==> src/rtl/img_proc_pkg.sv <==
// Shared constants and types for the image-processing datapath blocks.
package img_proc_pkg;

  localparam int PIX_W       = 8;
  localparam int SOBEL_SUM_W = 10;
  localparam int SOBEL_MAG_W = 11;

  localparam logic [PIX_W-1:0] EDGE_ON  = 8'hFF;
  localparam logic [PIX_W-1:0] EDGE_OFF = 8'h00;

  typedef logic [PIX_W-1:0]       pix_t;
  typedef logic [SOBEL_SUM_W-1:0] sobel_sum_t;

  typedef struct packed {
    sobel_sum_t gx_p;
    sobel_sum_t gx_n;
    sobel_sum_t gy_p;
    sobel_sum_t gy_n;
  } sobel_sums_t;

endpackage

==> src/rtl/sobel_abs_diff.sv <==
// Registered absolute difference |a-b| of two unsigned operands.
module sobel_abs_diff
  import img_proc_pkg::*;
#(
  parameter int DATA_W = SOBEL_SUM_W
) (
  input  logic              sys_clk,
  input  logic              sys_rst_n,
  input  logic [DATA_W-1:0] a,
  input  logic [DATA_W-1:0] b,
  output logic [DATA_W-1:0] abs_q
);

  logic signed [DATA_W:0] diff;
  logic signed [DATA_W:0] diff_abs;

  // One extra bit keeps the sign; |diff| of two DATA_W-bit values always fits DATA_W bits.
  assign diff     = $signed({1'b0, a}) - $signed({1'b0, b});
  assign diff_abs = diff[DATA_W] ? -diff : diff;

  always_ff @(posedge sys_clk or negedge sys_rst_n) begin
    if (!sys_rst_n) begin
      abs_q <= '0;
    end else begin
      abs_q <= diff_abs[DATA_W-1:0];
    end
  end

endmodule

==> src/rtl/sobel_edge_detect_8bit.sv <==
// Sobel gradient magnitude, saturation and threshold on a 3x3 window stream (4-stage pipeline),
// with per-frame output pixel counting.
module sobel_edge_detect_8bit
  import img_proc_pkg::*;
#(
  parameter int PIC_PIX_MAX = 'd7,
  parameter bit EDGE_MODE   = 1'b0
) (
  input  logic       sys_clk,
  input  logic       sys_rst_n,
  input  logic       matrix_wr_en,
  input  logic [7:0] matrix_p11,
  input  logic [7:0] matrix_p12,
  input  logic [7:0] matrix_p13,
  input  logic [7:0] matrix_p21,
  input  logic [7:0] matrix_p22,
  input  logic [7:0] matrix_p23,
  input  logic [7:0] matrix_p31,
  input  logic [7:0] matrix_p32,
  input  logic [7:0] matrix_p33,
  input  logic [7:0] threshold,
  output logic       post_wr_en,
  output logic [7:0] post_data,
  output logic       frame_done
);

  localparam int CNT_W = $clog2(PIC_PIX_MAX + 1);

  function automatic sobel_sum_t tap_sum(pix_t a, pix_t b, pix_t c);
    return SOBEL_SUM_W'(a) + (SOBEL_SUM_W'(b) << 1) + SOBEL_SUM_W'(c);
  endfunction

  function automatic pix_t sat_mag(logic [SOBEL_MAG_W-1:0] m);
    return (|m[SOBEL_MAG_W-1:PIX_W]) ? {PIX_W{1'b1}} : m[PIX_W-1:0];
  endfunction

  // The centre pixel carries no Sobel weight.
  logic unused_ok;
  assign unused_ok = ^matrix_p22;

  sobel_sums_t           sums_p1;
  logic                  vld_p1;
  sobel_sum_t            gx_abs_p2;
  sobel_sum_t            gy_abs_p2;
  logic                  vld_p2;
  logic [SOBEL_MAG_W-1:0] mag_sum;
  pix_t                  mag_p3;
  logic                  vld_p3;
  logic [CNT_W-1:0]      pix_cnt;
  logic                  last_pix;

  // Stage 1: weighted column/row partial sums
  always_ff @(posedge sys_clk or negedge sys_rst_n) begin
    if (!sys_rst_n) begin
      vld_p1  <= 1'b0;
      sums_p1 <= '0;
    end else begin
      vld_p1 <= matrix_wr_en;
      if (matrix_wr_en) begin
        sums_p1.gx_p <= tap_sum(matrix_p13, matrix_p23, matrix_p33);
        sums_p1.gx_n <= tap_sum(matrix_p11, matrix_p21, matrix_p31);
        sums_p1.gy_p <= tap_sum(matrix_p31, matrix_p32, matrix_p33);
        sums_p1.gy_n <= tap_sum(matrix_p11, matrix_p12, matrix_p13);
      end
    end
  end

  // Stage 2: absolute gradients
  sobel_abs_diff #(.DATA_W(SOBEL_SUM_W)) u_abs_gx (
    .sys_clk   (sys_clk),
    .sys_rst_n (sys_rst_n),
    .a         (sums_p1.gx_p),
    .b         (sums_p1.gx_n),
    .abs_q     (gx_abs_p2)
  );

  sobel_abs_diff #(.DATA_W(SOBEL_SUM_W)) u_abs_gy (
    .sys_clk   (sys_clk),
    .sys_rst_n (sys_rst_n),
    .a         (sums_p1.gy_p),
    .b         (sums_p1.gy_n),
    .abs_q     (gy_abs_p2)
  );

  always_ff @(posedge sys_clk or negedge sys_rst_n) begin
    if (!sys_rst_n) begin
      vld_p2 <= 1'b0;
    end else begin
      vld_p2 <= vld_p1;
    end
  end

  // Stage 3: L1 magnitude, saturated to a pixel
  assign mag_sum = {1'b0, gx_abs_p2} + {1'b0, gy_abs_p2};

  always_ff @(posedge sys_clk or negedge sys_rst_n) begin
    if (!sys_rst_n) begin
      vld_p3 <= 1'b0;
      mag_p3 <= '0;
    end else begin
      vld_p3 <= vld_p2;
      mag_p3 <= sat_mag(mag_sum);
    end
  end

  // Stage 4: threshold / output register and frame pixel counter
  assign last_pix = (pix_cnt == CNT_W'(PIC_PIX_MAX - 1));

  always_ff @(posedge sys_clk or negedge sys_rst_n) begin
    if (!sys_rst_n) begin
      post_wr_en <= 1'b0;
      post_data  <= '0;
      frame_done <= 1'b0;
      pix_cnt    <= '0;
    end else begin
      post_wr_en <= vld_p3;
      frame_done <= vld_p3 && last_pix;
      if (vld_p3) begin
        if (EDGE_MODE) begin
          post_data <= mag_p3;
        end else begin
          post_data <= (mag_p3 > threshold) ? EDGE_ON : EDGE_OFF;
        end
        pix_cnt <= last_pix ? '0 : pix_cnt + CNT_W'(1);
      end
    end
  end

endmodule
==> config.mk <==
export PLATFORM = sky130hd
export DESIGN_NAME = sobel_edge_detect_8bit
export DESIGN_NICKNAME = d
export VERILOG_FILES = /design/src/rtl/img_proc_pkg.sv /design/src/rtl/sobel_abs_diff.sv /design/src/rtl/sobel_edge_detect_8bit.sv
export SDC_FILE = /design/constraint.sdc
export NUM_CORES = 1
export LEC_CHECK = 0
export ABC_AREA = 0
export CORE_MARGIN = 1
export CORE_UTILIZATION = 50
export DETAILED_ROUTE_END_ITERATION = 12
export GPL_TIMING_DRIVEN = 1
export PLACE_DENSITY = 0.81
export SLEW_MARGIN = 20
export SYNTH_ARGS = -nofsm -noshare
export SYNTH_HDL_FRONTEND = slang
export SYNTH_HIERARCHICAL = 1
export SYNTH_SLANG_ARGS = --single-unit
==> constraint.sdc <==
create_clock -name sys_clk -period 3 [get_ports sys_clk]
set_input_delay 0.6 -clock sys_clk [delete_from_list [all_inputs] [get_ports sys_clk]]
set_output_delay 0.6 -clock sys_clk [all_outputs]
set_load 0.05 [all_outputs]
* Word-level counts from Yosys, hierarchy flattened
Index checks and enable logic that the tools add are counted.
Operators by class: muxes and demuxes 5, reduce and logical (&&, ||, !) cells 2, equal/unequal tests 1, $lt $le $gt $ge 1, add/sub/neg operators 14
Operators by type and width (number):
- $add 10x8->10 | 4
- $add 8x9->10 | 4
- $sub 10x10->11 | 2
- $mux 10 | 2
- $neg 10->10 | 2
- $mux 8 | 2
- $add 10x10->11 | 1
- $gt 8x8->1 | 1
- $add 3x1->3 const B | 1
- $eq 3x3->1 const B | 1
- $mux 3 | 1
- $reduce_or 3->1 | 1
- $logic_and 1x1->1 | 1
Storage, ports and cells: register bits 84, input bits 83, output and inout port bits 10, logic and storage cells 37

* Logic depth before layout (Yosys ltp)
depth after elaboration 3, gate-level depth with buffers 12, gate-level depth less buffers 12

* Cells and area by module
The synthesis kept the hierarchy.
Modules (own cells, without submodules):
- sobel_edge_detect_8bit | area an instance 4511.8 µm², instances 1, sequential area each 1426.4 µm², cells an instance 414
- sobel_abs_diff at u_abs_gy | area an instance 1042.2 µm², instances 1, sequential area each 250.2 µm², cells an instance 112
- sobel_abs_diff at u_abs_gx | area an instance 1022.2 µm², instances 1, sequential area each 250.2 µm², cells an instance 114

* Worst setup path before layout
OpenSTA, ideal clock, no wires.
kind input to register, start input matrix_p13[1], end register sums_p1[39] (netlist name), library setup time 0.138 ns, data arrival time 2.698 ns, data required time 2.862 ns, path buffers 0, stages 11, path slack 0.164 ns, path through inv_1 -> fa_1 -> inv_1 -> ha_1 -> fa_1 -> a21o_1 -> a21oi_1 -> nor2b_1 -> o31a_1 -> o21ai_0 -> a31oi_1
Between the ends: longest elaborated chain between the ends 2
Ends and longest elaborated chain:
- start, declared | RTL line sobel_edge_detect_8bit.sv:14 | input logic [7:0] matrix_p13,
- $add 8x9->10 | RTL line sobel_edge_detect_8bit.sv:30 | return SOBEL_SUM_W'(a) + (SOBEL_SUM_W'(b) << 1) + SOBEL_SUM_W'(c);
- $add 10x8->10 | RTL line sobel_edge_detect_8bit.sv:30
- end, declared | RTL line sobel_edge_detect_8bit.sv:41 | sobel_sums_t sums_p1;
No other way between the ends. A chain may end at the register's enable or synchronous reset.

* Final worst setup path
start input matrix_p31[2], end register sums_p1[18] (netlist name)
Between the ends: longest elaborated chain between the ends 2
Ends and longest elaborated chain:
- start, declared | RTL line sobel_edge_detect_8bit.sv:18 | input logic [7:0] matrix_p31,
- $add 8x9->10 | RTL line sobel_edge_detect_8bit.sv:30
- $add 10x8->10 | RTL line sobel_edge_detect_8bit.sv:30
No other way between the ends.

==> metrics.txt <==
1st-iter DRT viols about 260; mux share of post-synthesis cell area a little over 6%; #FFs+latches synth 77; r2r startpoint sums_p1[30]; Clock Skew about 0.0085 ns; FF-to-FF path depth 9; routed len/inst between 15 and 20 µm; CP peak stage delay 0.65 ns; RSZ-0062 raised after global routing true; CP Class in2reg; Compound-Gate Fraction of Synth Area 17.41%; VDD IR max between 400 and 500 µV; register area share after synthesis around 30%; crit path buf inv count 1; DRC 0; fin. max-slew vios 0; critical path's slowest cell fa_2; Max-Cap Viols 0; clk_lat worst skew between 0.3 and 0.4 ns; hold depth 0; share of the synthesized area in the top cell type ~29%; area grow syn2layout 23.10%; layout cell share with drive strength beyond 1 a little under a fifth; CP arrival about 3.2 ns; Max transition margin a little over a third; vias in the first global route 5413; CTS tree done; CTS Sinks between 70 and 80; Pwr Total around 8.0 mW; chip width 116.7 µm; Die Area between 10000 and 15000 µm²; first-pass GRT wire length approximately 25000 µm; Top Family by Delay on Critical Path adder cells; drt pass-1 iters 5; Final ANT Viol Nets 0; R2R Path End u_abs_gx/abs_q[9]; chip height between 100 and 150 µm; PD cells between 900 and 1000 nW/µm²; Routed WL roughly 15000 µm; WP data required approximately 3.2 ns; area leader, netlist dfrtp_1; metal2 WL about 7800 µm; Tcrit/Tclk final a little over nine tenths; Via-to-Cell Ratio about 5.5; Post-Syn Area about 6600 µm²; H-tree levels 3; # diodes 0; Setup crit end sums_p1[18]; largest net degree at the start of global routing a little under 80; DR WL met3 about 630 µm; Synth area leaders dfrtp_1 29%, ha_1 14%, fa_1 11%, mux2_2 5.5%, xnor2_1 5.3%; crit path cell chain clkdlybuf4s50_1 > fa_2 > ha_1 > a21o_1 > a21oi_2 > o21ai_0 > a31o_2 > xor2_1 > mux2_2; CP Depth 9; Mapped Cells 640; Hold-fix buffers, CTS 0; CP Capture Type flip-flop; synthesized area per cell ~10 µm²; Clk Tree Root Cell clkbuf_16; top layer in use met4; Critical Path Start matrix_p31[2]; clock slew at reported path FFs about 0.060 ns; Main synth FF type dfrtp_1; main combinational cell family by area after synthesis adder cells; Post-synth EDFFs 0; Syn. warnings 6; CTS buffer count 9; GRT Total Usage about 24%; WL met1 about 6000 µm; Simple-Gate Fraction of Synth Area a little over a tenth; Core ar. between 10000 and 15000 µm²; Leak 3.650 nW; syn nets between 800 and 900; Starting Density 51.69%; Hold Fails Final Rpt 0; asr flop ratio synth 100.0%; vias post-DR 5067; f_max between 300 and 400 MHz; Worst Hold Class reg2reg; Tightest Pin Transition between 0.9 and 1 ns; grt total ovfl 0; RD Place Congestion about 0.99; I/O pin total 93; startpoint class of the critical path input pin; Setup TNS Final 0 ns; final setup fails 0; initial antenna violation count 0; Unique masters post-synth a little over 70; Port Buf Inserts between 80 and 90; row count 41; worst-path maximum fanout 3; clock period minus final worst setup slack just under 3 ns; Worst R2R Setup Slack between 0.2 and 0.3 ns; adder-cell share of the synthesized area about 25%; post-DP HPWL between 10000 and 15000 µm; CTS max path bufs 2; status finished clean; Nets between 900 and 1000; Post-Synth XOR/XNOR Area 6.260%
## what timing repair did
| action | in CTS | in global routing |
|---|---|---|
| buffers inserted | 0 | 2 |
| hold endpoints to repair | 0 | 0 |
| resized for setup | 12 | 35 |
| pin swaps | 2 | 17 |
| setup endpoints to repair | 12 | 17 |
## synthesized netlist by cell type (all sizes together) (6+ instances only)
cell,number
dfrtp,77
ha,76
inv,65
nor2,46
xnor2,40
fa,35
mux2,32
a21oi,31
o21ai,31
nand2,24
a21o,20
nor3,20
a211oi,11
a31oi,10
buf,9
nor2b,9
o21a,9
clkbuf,7
nand2b,7
o22ai,7
or2,7
xor2,7
o21bai,6
## report_power, final
part	internal [mW]	total (mW)	switching, mW
registers	1.46	1.69	0.229
logic	2.41	5.27	2.86
clock network	0.570	1.03	0.462
## worst register-to-register path, stage by stage, from the launching register on
cell,delay (ns)
dfrtp_1,0.36
inv_1,0.05
ha_1,0.23
fa_1,0.42
nand2b_1,0.24
a211oi_2,0.36
nor3_1,0.09
a211oi_1,0.50
o41ai_2,0.18
xor2_1,0.16
## area by class of cell
type | count | area (µm²)
sequential | 77 | 1927
inverter | 65 | 244.0
clock inverter | 7 | 57.56
multi-input combinational | 482 | 4387
clock buffer | 9 | 225.2
fill | 1041 | 4627
tap | 172 | 215.2
timing repair buffer | 108 | 1040
## worst min path at each step
stage | endpoint | from
after global routing | vld_p2 | vld_p1
after global placement | vld_p2 | vld_p1
after CTS | vld_p2 | vld_p1
final | vld_p2 | vld_p1
after floorplan | frame_done | sys_rst_n
after detailed placement | vld_p2 | vld_p1
## registers in the layout, indices dropped and copies added, names as in the netlist
name            flops
post_wr_en          1
frame_done          1
vld_p1              1
mag_p3              8
vld_p3              1
sums_p1            40
post_data           1
pix_cnt             3
u_abs_gy/abs_q     10
u_abs_gx/abs_q     10
vld_p2              1
## layout by cell type (no fill, tap or decap), types with 11 or more instances in the layout
cell,instances
mux2_2,32
a21o_1,17
o21ai_0,20
ha_1,72
a21oi_1,20
fa_1,28
o21ai_1,11
xnor2_1,40
buf_4,24
dfrtp_1,77
nand2_1,24
clkdlybuf4s50_1,75
inv_1,56
nor2_1,43
nor3_1,20
## stage by stage
stage | worst slack (ns) | cell area [µm²] | util [%] | std cells | hold slack [ns]
floorplan | 0.1637 | 6576 | - | 640 | 0.3044
global placement | -0.4429 | 7700 | 60.52 | 902 | 0.3370
detailed placement | -0.5259 | 7700 | 60.52 | 902 | 0.3428
CTS | -0.04032 | 8005 | 62.92 | 918 | 0.3567
global route | -0.009085 | 8095 | 63.63 | 920 | 0.3579
finish | 0.06996 | 8095 | 63.63 | 920 | 0.3542
## routing by layer
| layer | vias up | GRT usage [%] |
|---|---|---|
| met1 | 2415 | 27.64 |
| li1 | 2452 | - |
| met4 | 0 | 10.80 |
| met3 | 34 | 3.373 |
| met2 | 166 | 45.56 |
| met5 | - | 0 |
## cell families (layout without fill, tap and decap cells)
group                    count (synthesis)  after routing
AO/OA/AOI/OAI                          151            151
buffers and inverters                   81            189
AND/OR/NAND/NOR                        137            137
adder cells (fa/ha/maj)                111            111
multiplexers                            36             36
XOR/XNOR                                47             47
flip-flops                              77             77
(Power assumes the default switching activity.)
